## src/rtl/record_framer_pkg.sv

```systemverilog
// Shared types and helpers for the record framer: FSM encoding, field widths
// and the header word layout.
package record_framer_pkg;

   localparam int WORD_W = 16;
   localparam int LEN_W  = 8;
   localparam int SEQ_W  = 4;
   localparam int TAG_W  = 4;

   localparam logic [TAG_W-1:0] HDR_TAG_DEFAULT = 4'hA;

   typedef enum logic [1:0] {
      ST_IDLE = 2'd0,
      ST_HDR  = 2'd1,
      ST_PAY  = 2'd2,
      ST_CSUM = 2'd3
   } framer_state_t;

   // Header word: tag in the top nibble, sequence number, then payload length.
   function automatic logic [WORD_W-1:0] make_header(
      input logic [TAG_W-1:0] tag,
      input logic [SEQ_W-1:0] seq,
      input logic [LEN_W-1:0] len
   );
      return {tag, seq, len};
   endfunction

   // Running payload checksum: plain 16-bit wrapping sum.
   function automatic logic [WORD_W-1:0] csum_add(
      input logic [WORD_W-1:0] acc,
      input logic [WORD_W-1:0] word
   );
      return acc + word;
   endfunction

endpackage

```

## src/rtl/record_ring_buffer.sv

```systemverilog
// DEPTH x 16 record ring with combinational read. A push into a full ring is
// refused even when a pop happens in the same cycle.
module record_ring_buffer
   import record_framer_pkg::*;
#(
   parameter int DEPTH = 256,
   localparam int AW = $clog2(DEPTH),
   localparam int CW = AW + 1
) (
   input  logic              clk,
   input  logic              rst_n,
   input  logic              clr,
   input  logic              push,
   input  logic              pop,
   input  logic [WORD_W-1:0] wr_data,
   output logic [WORD_W-1:0] rd_data,
   output logic [CW-1:0]     count,
   output logic              full,
   output logic              empty
);

   localparam logic [CW-1:0] DEPTH_C = CW'(DEPTH);
   localparam logic [CW-1:0] ONE_C   = CW'(1);
   localparam logic [AW-1:0] STEP_C  = AW'(1);

   logic [WORD_W-1:0] mem_r [DEPTH];
   logic [AW-1:0]     wr_ptr_r;
   logic [AW-1:0]     rd_ptr_r;
   logic [CW-1:0]     count_r;
   logic              push_ok_s;
   logic              pop_ok_s;

   assign full      = (count_r == DEPTH_C);
   assign empty     = (count_r == {CW{1'b0}});
   assign push_ok_s = push && !full;
   assign pop_ok_s  = pop && !empty;
   assign rd_data   = mem_r[rd_ptr_r];
   assign count     = count_r;

   // Storage array, no reset so it maps onto distributed RAM.
   always_ff @(posedge clk) begin
      if (push_ok_s) begin
         mem_r[wr_ptr_r] <= wr_data;
      end
   end

   // Pointers and occupancy; pointers wrap naturally at the power-of-two depth.
   always_ff @(posedge clk or negedge rst_n) begin
      if (!rst_n) begin
         wr_ptr_r <= {AW{1'b0}};
         rd_ptr_r <= {AW{1'b0}};
         count_r  <= {CW{1'b0}};
      end else if (clr) begin
         wr_ptr_r <= {AW{1'b0}};
         rd_ptr_r <= {AW{1'b0}};
         count_r  <= {CW{1'b0}};
      end else begin
         if (push_ok_s) begin
            wr_ptr_r <= wr_ptr_r + STEP_C;
         end
         if (pop_ok_s) begin
            rd_ptr_r <= rd_ptr_r + STEP_C;
         end
         case ({push_ok_s, pop_ok_s})
            2'b10:   count_r <= count_r + ONE_C;
            2'b01:   count_r <= count_r - ONE_C;
            default: count_r <= count_r;
         endcase
      end
   end

endmodule

```

## src/rtl/record_framer.sv

```systemverilog
// Buffers result records and emits them as header / payload / checksum frames
// into the output FIFO, with flush support for a short final frame.
module record_framer
   import record_framer_pkg::*;
#(
   parameter int               FRAME_LEN = 64,
   parameter int               DEPTH     = 256,
   parameter logic [TAG_W-1:0] HDR_TAG   = HDR_TAG_DEFAULT
) (
   input  logic              clk,
   input  logic              rst_n,
   input  logic              clr,
   input  logic              in_valid,
   input  logic [WORD_W-1:0] in_data,
   input  logic              flush,
   input  logic              out_full,
   output logic              out_wr_en,
   output logic [WORD_W-1:0] out_data,
   output logic              busy,
   output logic              overflow,
   output logic [15:0]       frame_count
);

   localparam int AW = $clog2(DEPTH);
   localparam int CW = AW + 1;
   localparam logic [CW-1:0]    FRAME_LEN_C = CW'(FRAME_LEN);
   localparam logic [LEN_W-1:0] FRAME_LEN_L = LEN_W'(FRAME_LEN);

   framer_state_t     state_r;
   framer_state_t     state_next_s;

   logic [CW-1:0]     count_s;
   logic              full_s;
   logic              empty_s;
   logic [WORD_W-1:0] rd_data_s;

   logic              start_s;
   logic              issue_s;
   logic              pop_s;
   logic [WORD_W-1:0] word_s;
   logic [LEN_W-1:0]  len_start_s;

   logic [LEN_W-1:0]  len_r;
   logic [LEN_W-1:0]  rem_r;
   logic [WORD_W-1:0] csum_r;
   logic [SEQ_W-1:0]  seq_r;
   logic              flush_pend_r;
   logic              out_wr_en_r;
   logic [WORD_W-1:0] out_data_r;
   logic [15:0]       frame_count_r;
   logic              overflow_r;

   record_ring_buffer #(
      .DEPTH (DEPTH)
   ) u_ring (
      .clk     (clk),
      .rst_n   (rst_n),
      .clr     (clr),
      .push    (in_valid),
      .pop     (pop_s),
      .wr_data (in_data),
      .rd_data (rd_data_s),
      .count   (count_s),
      .full    (full_s),
      .empty   (empty_s)
   );

   // A frame carries at most FRAME_LEN words; a flush takes whatever is left.
   assign len_start_s = (count_s >= FRAME_LEN_C) ? FRAME_LEN_L : LEN_W'(count_s);

   // FSM state register.
   always_ff @(posedge clk or negedge rst_n) begin
      if (!rst_n) begin
         state_r <= ST_IDLE;
      end else if (clr) begin
         state_r <= ST_IDLE;
      end else begin
         state_r <= state_next_s;
      end
   end

   // FSM next-state logic; every emitting state holds while the FIFO is full.
   always_comb begin
      state_next_s = state_r;
      case (state_r)
         ST_IDLE: begin
            if (start_s) state_next_s = ST_HDR;
            else         state_next_s = ST_IDLE;
         end
         ST_HDR: begin
            if (!out_full) state_next_s = ST_PAY;
            else           state_next_s = ST_HDR;
         end
         ST_PAY: begin
            if (!out_full && (rem_r == 8'd1)) state_next_s = ST_CSUM;
            else                              state_next_s = ST_PAY;
         end
         ST_CSUM: begin
            if (!out_full) state_next_s = ST_IDLE;
            else           state_next_s = ST_CSUM;
         end
         default: state_next_s = ST_IDLE;
      endcase
   end

   // FSM outputs: frame start, word issue, ring pop and the word to write.
   always_comb begin
      start_s = 1'b0;
      issue_s = 1'b0;
      pop_s   = 1'b0;
      word_s  = {WORD_W{1'b0}};
      case (state_r)
         ST_IDLE: begin
            start_s = (count_s >= FRAME_LEN_C) || (flush_pend_r && !empty_s);
         end
         ST_HDR: begin
            issue_s = !out_full;
            word_s  = make_header(HDR_TAG, seq_r, len_r);
         end
         ST_PAY: begin
            issue_s = !out_full;
            pop_s   = !out_full;
            word_s  = rd_data_s;
         end
         ST_CSUM: begin
            issue_s = !out_full;
            word_s  = csum_r;
         end
         default: begin
            start_s = 1'b0;
            issue_s = 1'b0;
            pop_s   = 1'b0;
            word_s  = {WORD_W{1'b0}};
         end
      endcase
   end

   // Frame datapath, status flags and the registered FIFO write port.
   always_ff @(posedge clk or negedge rst_n) begin
      if (!rst_n) begin
         len_r         <= {LEN_W{1'b0}};
         rem_r         <= {LEN_W{1'b0}};
         csum_r        <= {WORD_W{1'b0}};
         seq_r         <= {SEQ_W{1'b0}};
         flush_pend_r  <= 1'b0;
         out_wr_en_r   <= 1'b0;
         out_data_r    <= {WORD_W{1'b0}};
         frame_count_r <= 16'd0;
         overflow_r    <= 1'b0;
      end else if (clr) begin
         len_r         <= {LEN_W{1'b0}};
         rem_r         <= {LEN_W{1'b0}};
         csum_r        <= {WORD_W{1'b0}};
         seq_r         <= {SEQ_W{1'b0}};
         flush_pend_r  <= 1'b0;
         out_wr_en_r   <= 1'b0;
         out_data_r    <= {WORD_W{1'b0}};
         frame_count_r <= 16'd0;
         overflow_r    <= 1'b0;
      end else begin
         out_wr_en_r <= issue_s;
         if (issue_s) begin
            out_data_r <= word_s;
         end
         if (in_valid && full_s) begin
            overflow_r <= 1'b1;
         end
         if (start_s) begin
            len_r  <= len_start_s;
            rem_r  <= len_start_s;
            csum_r <= {WORD_W{1'b0}};
         end else if (pop_s) begin
            rem_r  <= rem_r - 8'd1;
            csum_r <= csum_add(csum_r, rd_data_s);
         end
         if (issue_s && (state_r == ST_CSUM)) begin
            seq_r         <= seq_r + 4'd1;
            frame_count_r <= frame_count_r + 16'd1;
         end
         // A new flush request wins over the clears so it is never lost.
         if (flush) begin
            flush_pend_r <= 1'b1;
         end else if ((state_r == ST_IDLE) && empty_s) begin
            flush_pend_r <= 1'b0;
         end else if (start_s && (count_s <= FRAME_LEN_C)) begin
            flush_pend_r <= 1'b0;
         end
      end
   end

   assign out_wr_en   = out_wr_en_r;
   assign out_data    = out_data_r;
   assign busy        = (state_r != ST_IDLE);
   assign overflow    = overflow_r;
   assign frame_count = frame_count_r;

endmodule

```

## config.mk

```make
export PLATFORM = sky130hd
export DESIGN_NAME = record_framer
export DESIGN_NICKNAME = d
export VERILOG_FILES = /design/src/rtl/record_framer_pkg.sv /design/src/rtl/record_ring_buffer.sv /design/src/rtl/record_framer.sv
export SDC_FILE = /design/constraint.sdc
export NUM_CORES = 2
export LEC_CHECK = 0
export CAP_MARGIN = 20
export CORE_UTILIZATION = 25
export CTS_CLUSTER_DIAMETER = 60
export DETAILED_ROUTE_END_ITERATION = 8
export GPL_ROUTABILITY_DRIVEN = 0
export PLACE_DENSITY = 0.46
export REMOVE_ABC_BUFFERS = 1
export SYNTH_ARGS = -nofsm -noshare
export SYNTH_HDL_FRONTEND = slang
export SYNTH_SLANG_ARGS = --single-unit
```

## constraint.sdc

```tcl
create_clock -name clk -period 4.9 [get_ports clk]
set_clock_uncertainty 0.05 [all_clocks]
set_input_delay 0.49 -clock clk [delete_from_list [all_inputs] [get_ports clk]]
set_output_delay 0.49 -clock clk [all_outputs]
set_load 0.05 [all_outputs]
```

Yosys cells after proc, flatten, opt, wreduce, memory -nomap -nowiden:

Memory sizes are Yosys's and may differ from the RTL's.
Index checks and enable logic that the tools add are counted.
Widths: inputs -> output; s select.

* memories: 1
* output and inout port bits: 35
* register bits: 98
* RAM bits: 4096

* reductions and logical operators: 25
* order comparisons: 2
* multiplexer cells: 40
* add/subtract/negate cells: 8
* equal/unequal tests: 7

Memories
* u_ring.mem_r: words 256, bits a word 16, read ports 1, clocked after Yosys merged registers in 0, wr ports 1, line record_ring_buffer.sv:26 `logic [WORD_W-1:0] mem_r [DEPTH];`

Operators by type and width (number)
* $mux 16: 7
* $mux 8: 10
* $pmux 16 s3: 1
* $pmux 9 s2: 1
* $add 16x1->16 const B: 1
* $add 16x16->16: 1
* $add 8x1->8 const B: 2
* $mux 1: 14
* $reduce_bool 2->1: 7
* $add 9x1->9 const B: 1
* $eq 9x9->1 const B: 1
* $ge 9x7->1 const B: 1
* $le 9x7->1 const B: 1
* $logic_not 9->1: 1
* $mux 9: 1
* $sub 9x1->9 const B: 1
* $eq 8x1->1 const B: 1
* $logic_and 1x1->1: 8
* $mux 4: 2
* $pmux 2 s4: 1
* $sub 8x1->8 const B: 1
* $eq 2x2->1 const B: 3
* $mux 2: 3
* $reduce_bool 3->1: 2
* other kinds (7): 10

Logic depth before layout (Yosys ltp):

* depth after elaboration: 10
* depth in mapped cells: 23
* depth with buffers taken out: 18

Modules after synthesis:

From an unflattened synthesis, not the netlist that was laid out.

* cell total of the unflattened synthesis: 7681
* area, all modules: 162962.5 um^2

Modules (own cells, without submodules)
* record_ring_buffer: cells each 7221, area each 158728.5 um^2, times used 1, sequential area each 123623.6 um^2
* record_framer: cells each 460, area each 4234.1 um^2, times used 1, sequential area each 1826.8 um^2

Worst setup path after synthesis:

Ideal clock, no wire load.

* path kind: reg-to-reg
* start point: reg u_ring.rd_ptr_r[0]
* end point: reg csum_r[14]
* library setup time: 0.136 ns
* cell stages (with the launch flop): 23
* slack: -0.496 ns
* arrival: 5.210 ns
* required time: 4.714 ns
* path through: dfrtp_1 -> buf_6 -> buf_4 -> buf_2 -> buf_2 -> mux4_2 -> mux4_2 -> mux2i_1 -> o21ai_0 -> a21oi_1 -> o21ai_0 -> o21a_1 -> ha_1 -> fa_1 -> a21o_1 -> a21oi_1 -> o21bai_1 -> a21oi_1 -> o21ai_0 -> a2111o_1 -> a41oi_1 -> mux2i_1 -> a21oi_1

* longest elaborated chain between the ends: 5

RTL lines
* from (decl): line record_ring_buffer.sv:28 `logic [AW-1:0] rd_ptr_r;`
* from (signal assigned): line record_ring_buffer.sv:51 `rd_ptr_r <= {AW{1'b0}};`
* from (signal assigned): line record_ring_buffer.sv:55 `rd_ptr_r <= {AW{1'b0}};`
* from (signal assigned): line record_ring_buffer.sv:62 `rd_ptr_r <= rd_ptr_r + STEP_C;`
* $mem_v2 256x16
* $add 16x16->16: line record_framer_pkg.sv:33 `return acc + word;`
* $mux 16: line record_framer.sv:172 `end else if (pop_s) begin`
* $mux 16: line record_framer.sv:168 `if (start_s) begin`
* $mux 16: line record_framer.sv:150 `end else if (clr) begin`
* to (signal assigned): line record_framer.sv:153 `csum_r <= {WORD_W{1'b0}};`
* to (signal assigned): line record_framer.sv:171 `csum_r <= {WORD_W{1'b0}};`
* to (signal assigned): line record_framer.sv:174 `csum_r <= csum_add(csum_r, rd_data_s);`
* to (decl): line record_framer.sv:45 `logic [WORD_W-1:0] csum_r;`

Every way passes these cells. The select of a mux whose other input is x is not followed.
A chain may end at the register's enable or synchronous reset.

Worst setup path after layout:

* start point: reg u_ring.rd_ptr_r[0]
* end point: reg csum_r[15]

The elaborated chain is that of the path after synthesis.

==> results.json <==
{
  "violations": "negative setup slack",
  "fin_ws_ns": -0.8325,
  "slew_viol_final": 0,
  "cts_sinks": 4194,
  "r2r-start": "u_ring.rd_ptr_r[0]",
  "crit_required_ns": 5.79,
  "tightest_slew_ns": 1.286,
  "avgSynthCellArea_um2": 23.76,
  "drive_above_1_share_pct": 38.06,
  "synth_ff_type": "edfxtp_1",
  "layout_common_cells": "4096 x edfxtp_1, 1311 x mux4_2, 664 x buf_4, 457 x clkbuf_16, 229 x nor2_2",
  "synth.ff_latch_count": 4194,
  "grt_overflow": 0,
  "critPathMaxStageDelay_ns": 0.61,
  "cp-start-kind": "register",
  "r2r_cells": 23,
  "drt_wl_total_mm": 477.0,
  "grt_pass1_vias": 80380,
  "period_minus_slack_ns": 5.732,
  "cp.arrival_ns": 6.62,
  "synthToLayoutAreaGrowth_pct": 21.14,
  "synthArstFlopShare_pct": 2.337,
  "ir_drop_mv": 0.3579,
  "maxCapViolCount": 0,
  "drc": 0,
  "grt_pass1_wl_mm": 661.2,
  "first_iter_violations": 8668,
  "yosysWarnings": 0,
  "grt_antenna_before_repair": 42,
  "rsz0062_at_grt": "true",
  "crit_path_max_fanout": 8,
  "max_freq_mhz": 174.4,
  "status": "finished with violations",
  "hold_path.class": "input port to async pin",
  "numCtsBuffers": 452,
  "hold_viol_final": 0,
  "clk_pin_slew_worst_paths_ns": 0.06,
  "fin_cells": 16820,
  "power_density_mw_per_mm2": 379.8,
  "critPathBufInv": 9,
  "reg2reg_slack_ns": -0.83,
  "worst-setup-path-type": "register to register",
  "via_per_inst": 4.603,
  "end_kind": "register",
  "die_y_um": 806.7,
  "dr.pass1.iters": 5,
  "yosysSeqAreaShare_pct": 77.50,
  "insertion_delay_ns": 1.04,
  "period_share_pct": 117.0,
  "cp_slowest_cell": "mux4_2",
  "synth_edf_count": 4096,
  "syn_inst": 6812,
  "grtUsageTotal_pct": 14.29,
  "slew_headroom_pct": 14.07,
  "netlist_area_mm2": 0.1619,
  "fp.dieW_um": 806.7,
  "grt_max_degree": 173,
  "crit_start": "u_ring.rd_ptr_r[0]",
  "io_buffers": 56,
  "ant_nets": 0,
  "dpl.hpwl_mm": 283.1,
  "wire_per_inst_um": 28.35,
  "htreeDepth": 5,
  "reg2reg_to": "csum_r[15]",
  "setup_viol": 12,
  "cts_tree": "done",
  "cts_root_buf": "clkbuf_16",
  "path_delay_family": "multiplexers",
  "place_inst": 15850,
  "fp.dieArea_mm2": 0.6507,
  "final_common_cell": "edfxtp_1",
  "vias": 77430,
  "power_mw": 74.48,
  "fin_nets": 7879,
  "cp_cell_sequence": "buf_12, buf_16, buf_6, buf_12, buf_16, mux4_2, mux4_2, mux4_2, o311a_4, buf_4, buf_6, buf_6, ha_4, a211oi_4, o21bai_4, o31ai_4, a31o_4, o21a_1, o21ai_1, buf_4, xnor2_1, nor4_1, o21bai_1",
  "ioPinCount": 57,
  "core-area_mm2": 0.6452,
  "fp-row-count": 295,
  "leakage_nw": 58.89,
  "start_util_pct": 25.09,
  "clockBufferDepth": 4,
  "synth.distinct_cells": 57
}
-- synthesized netlist by cell type, drive strengths merged, types with 8 or more instances --
cell | number | area, um2
nand2b | 12 | 75.07
or3 | 11 | 68.82
buf | 186 | 1036
xor2 | 25 | 219.0
mux2i | 27 | 270.3
nor2 | 340 | 1276
ha | 31 | 387.9
a211oi | 8 | 60.06
a221o | 11 | 110.1
o211ai | 8 | 60.06
a22oi | 47 | 352.8
a21oi | 72 | 360.4
inv | 20 | 75.07
o21ai | 23 | 115.1
nand3 | 26 | 130.1
nor3 | 11 | 55.05
nor2b | 12 | 75.07
nand2 | 127 | 476.7
edfxtp | 4096 | 123000
mux4 | 1311 | 29530
o21bai | 8 | 60.06
xnor2 | 28 | 245.2
dfrtp | 98 | 2452
clkbuf | 190 | 713.2
-- report_power, final --
part | leakage [nW] | switching, mW | internal (mW)
sequential | 38.2 | 0.0376 | 39.4
combinational | 13.8 | 1.19 | 0.560
clock | 6.95 | 14.3 | 19.0
-- worst reg2reg max path: stages, from the launching register on --
cell      delay [ns]
dfrtp_4         0.53
buf_12          0.16
buf_16          0.15
buf_6           0.14
buf_12          0.14
buf_16          0.15
mux4_2          0.44
mux4_2          0.61
mux4_2          0.62
o311a_4         0.40
buf_4           0.14
buf_6           0.10
buf_6           0.11
ha_4            0.22
a211oi_4        0.26
o21bai_4        0.11
o31ai_4         0.23
a31o_4          0.20
o21a_1          0.15
o21ai_1         0.09
buf_4           0.14
xnor2_1         0.12
nor4_1          0.22
o21bai_1        0.15
-- layer usage --
layer | wire length (um) | global-route usage (%) | part of all wire [%] | vias up
met5 | 24 | 0 | 0.0050 | -
met4 | 10740 | 3.156 | 2.3 | 4
met3 | 27890 | 2.163 | 5.8 | 571
met2 | 230200 | 23.59 | 48 | 2457
met1 | 208100 | 20.01 | 44 | 43100
li1 | - | - | - | 31300
-- stage by stage --
step | hold WS (ns) | setup WS (ns) | utilization, % | instance area (um2) | TNS, ns
global route | 0.09088 | -0.9434 | 30.39 | 196100 | -7.266
global placement | 0.4268 | -1.291 | 27.77 | 179200 | -8.187
detailed placement | 0.4252 | -1.103 | 27.77 | 179200 | -6.830
CTS | 0.01332 | -0.7637 | 30.34 | 195800 | -4.390
finish | 0.06137 | -0.8325 | 30.39 | 196100 | -6.143
floorplan | 0.1444 | -38.39 | - | 160100 | -1460.94
-- cell type report --
class | count | area, um2
Tap cell | 8613 | 10780
Fill cell | 61990 | 449100
Clock inverter | 254 | 2484
Inverter | 20 | 75.07
Multi-Input combinational cell | 2222 | 35660
Timing Repair Buffer | 934 | 9697
Clock buffer | 571 | 11900
Sequential cell | 4194 | 125500
Antenna cell | 16 | 40.04
-- cells by family (layout without fill, tap and decap cells) --
kind of cell	Yosys count	after routing	synth area share, %
multiplexers	1341	1341	18.43
XOR/XNOR	53	53	0.2868
AO/OA/AOI/OAI	225	225	0.9391
AND/OR/NAND/NOR	570	570	1.458
other	0	16	0
adder cells (fa/ha/maj)	33	33	0.2643
flip-flops	4194	4194	77.50
buffers and inverters	396	1779	1.127
-- sequential cells by signal (all words and copies together) (netlist names) --
register         flops
u_ring.mem_r      4096
csum_r              16
frame_count         16
out_data            16
u_ring.count         9
len_r                8
rem_r                8
u_ring.rd_ptr_r      8
u_ring.wr_ptr_r      8
seq_r                4
state_r              2
flush_pend_r         1
out_wr_en            1
overflow             1
-- what timing repair did --
item | CTS | global route
setup buffers | 74 | 24
endpoints found under the setup margin | 13 | 13
gates resized for setup | 143 | 36
hold buffers | 17 | 0
pin swaps | 38 | 27
hold endpoints to repair | 774 | 0
cloned | 22 | 0
-- worst max-delay path by stage --
stage                  to  slack (ns)  depth (start not counted)
2_1_floorplan  csum_r[14]      -38.39                         17
3_3_place_gp   csum_r[15]       -1.29                         21
3_5_place_dp   csum_r[14]       -1.10                         17
4_1_cts        csum_r[15]       -0.76                         22
5_1_grt        csum_r[14]       -0.94                         23
6_report       csum_r[15]       -0.83                         23
Power figures use the tool's default switching activity.
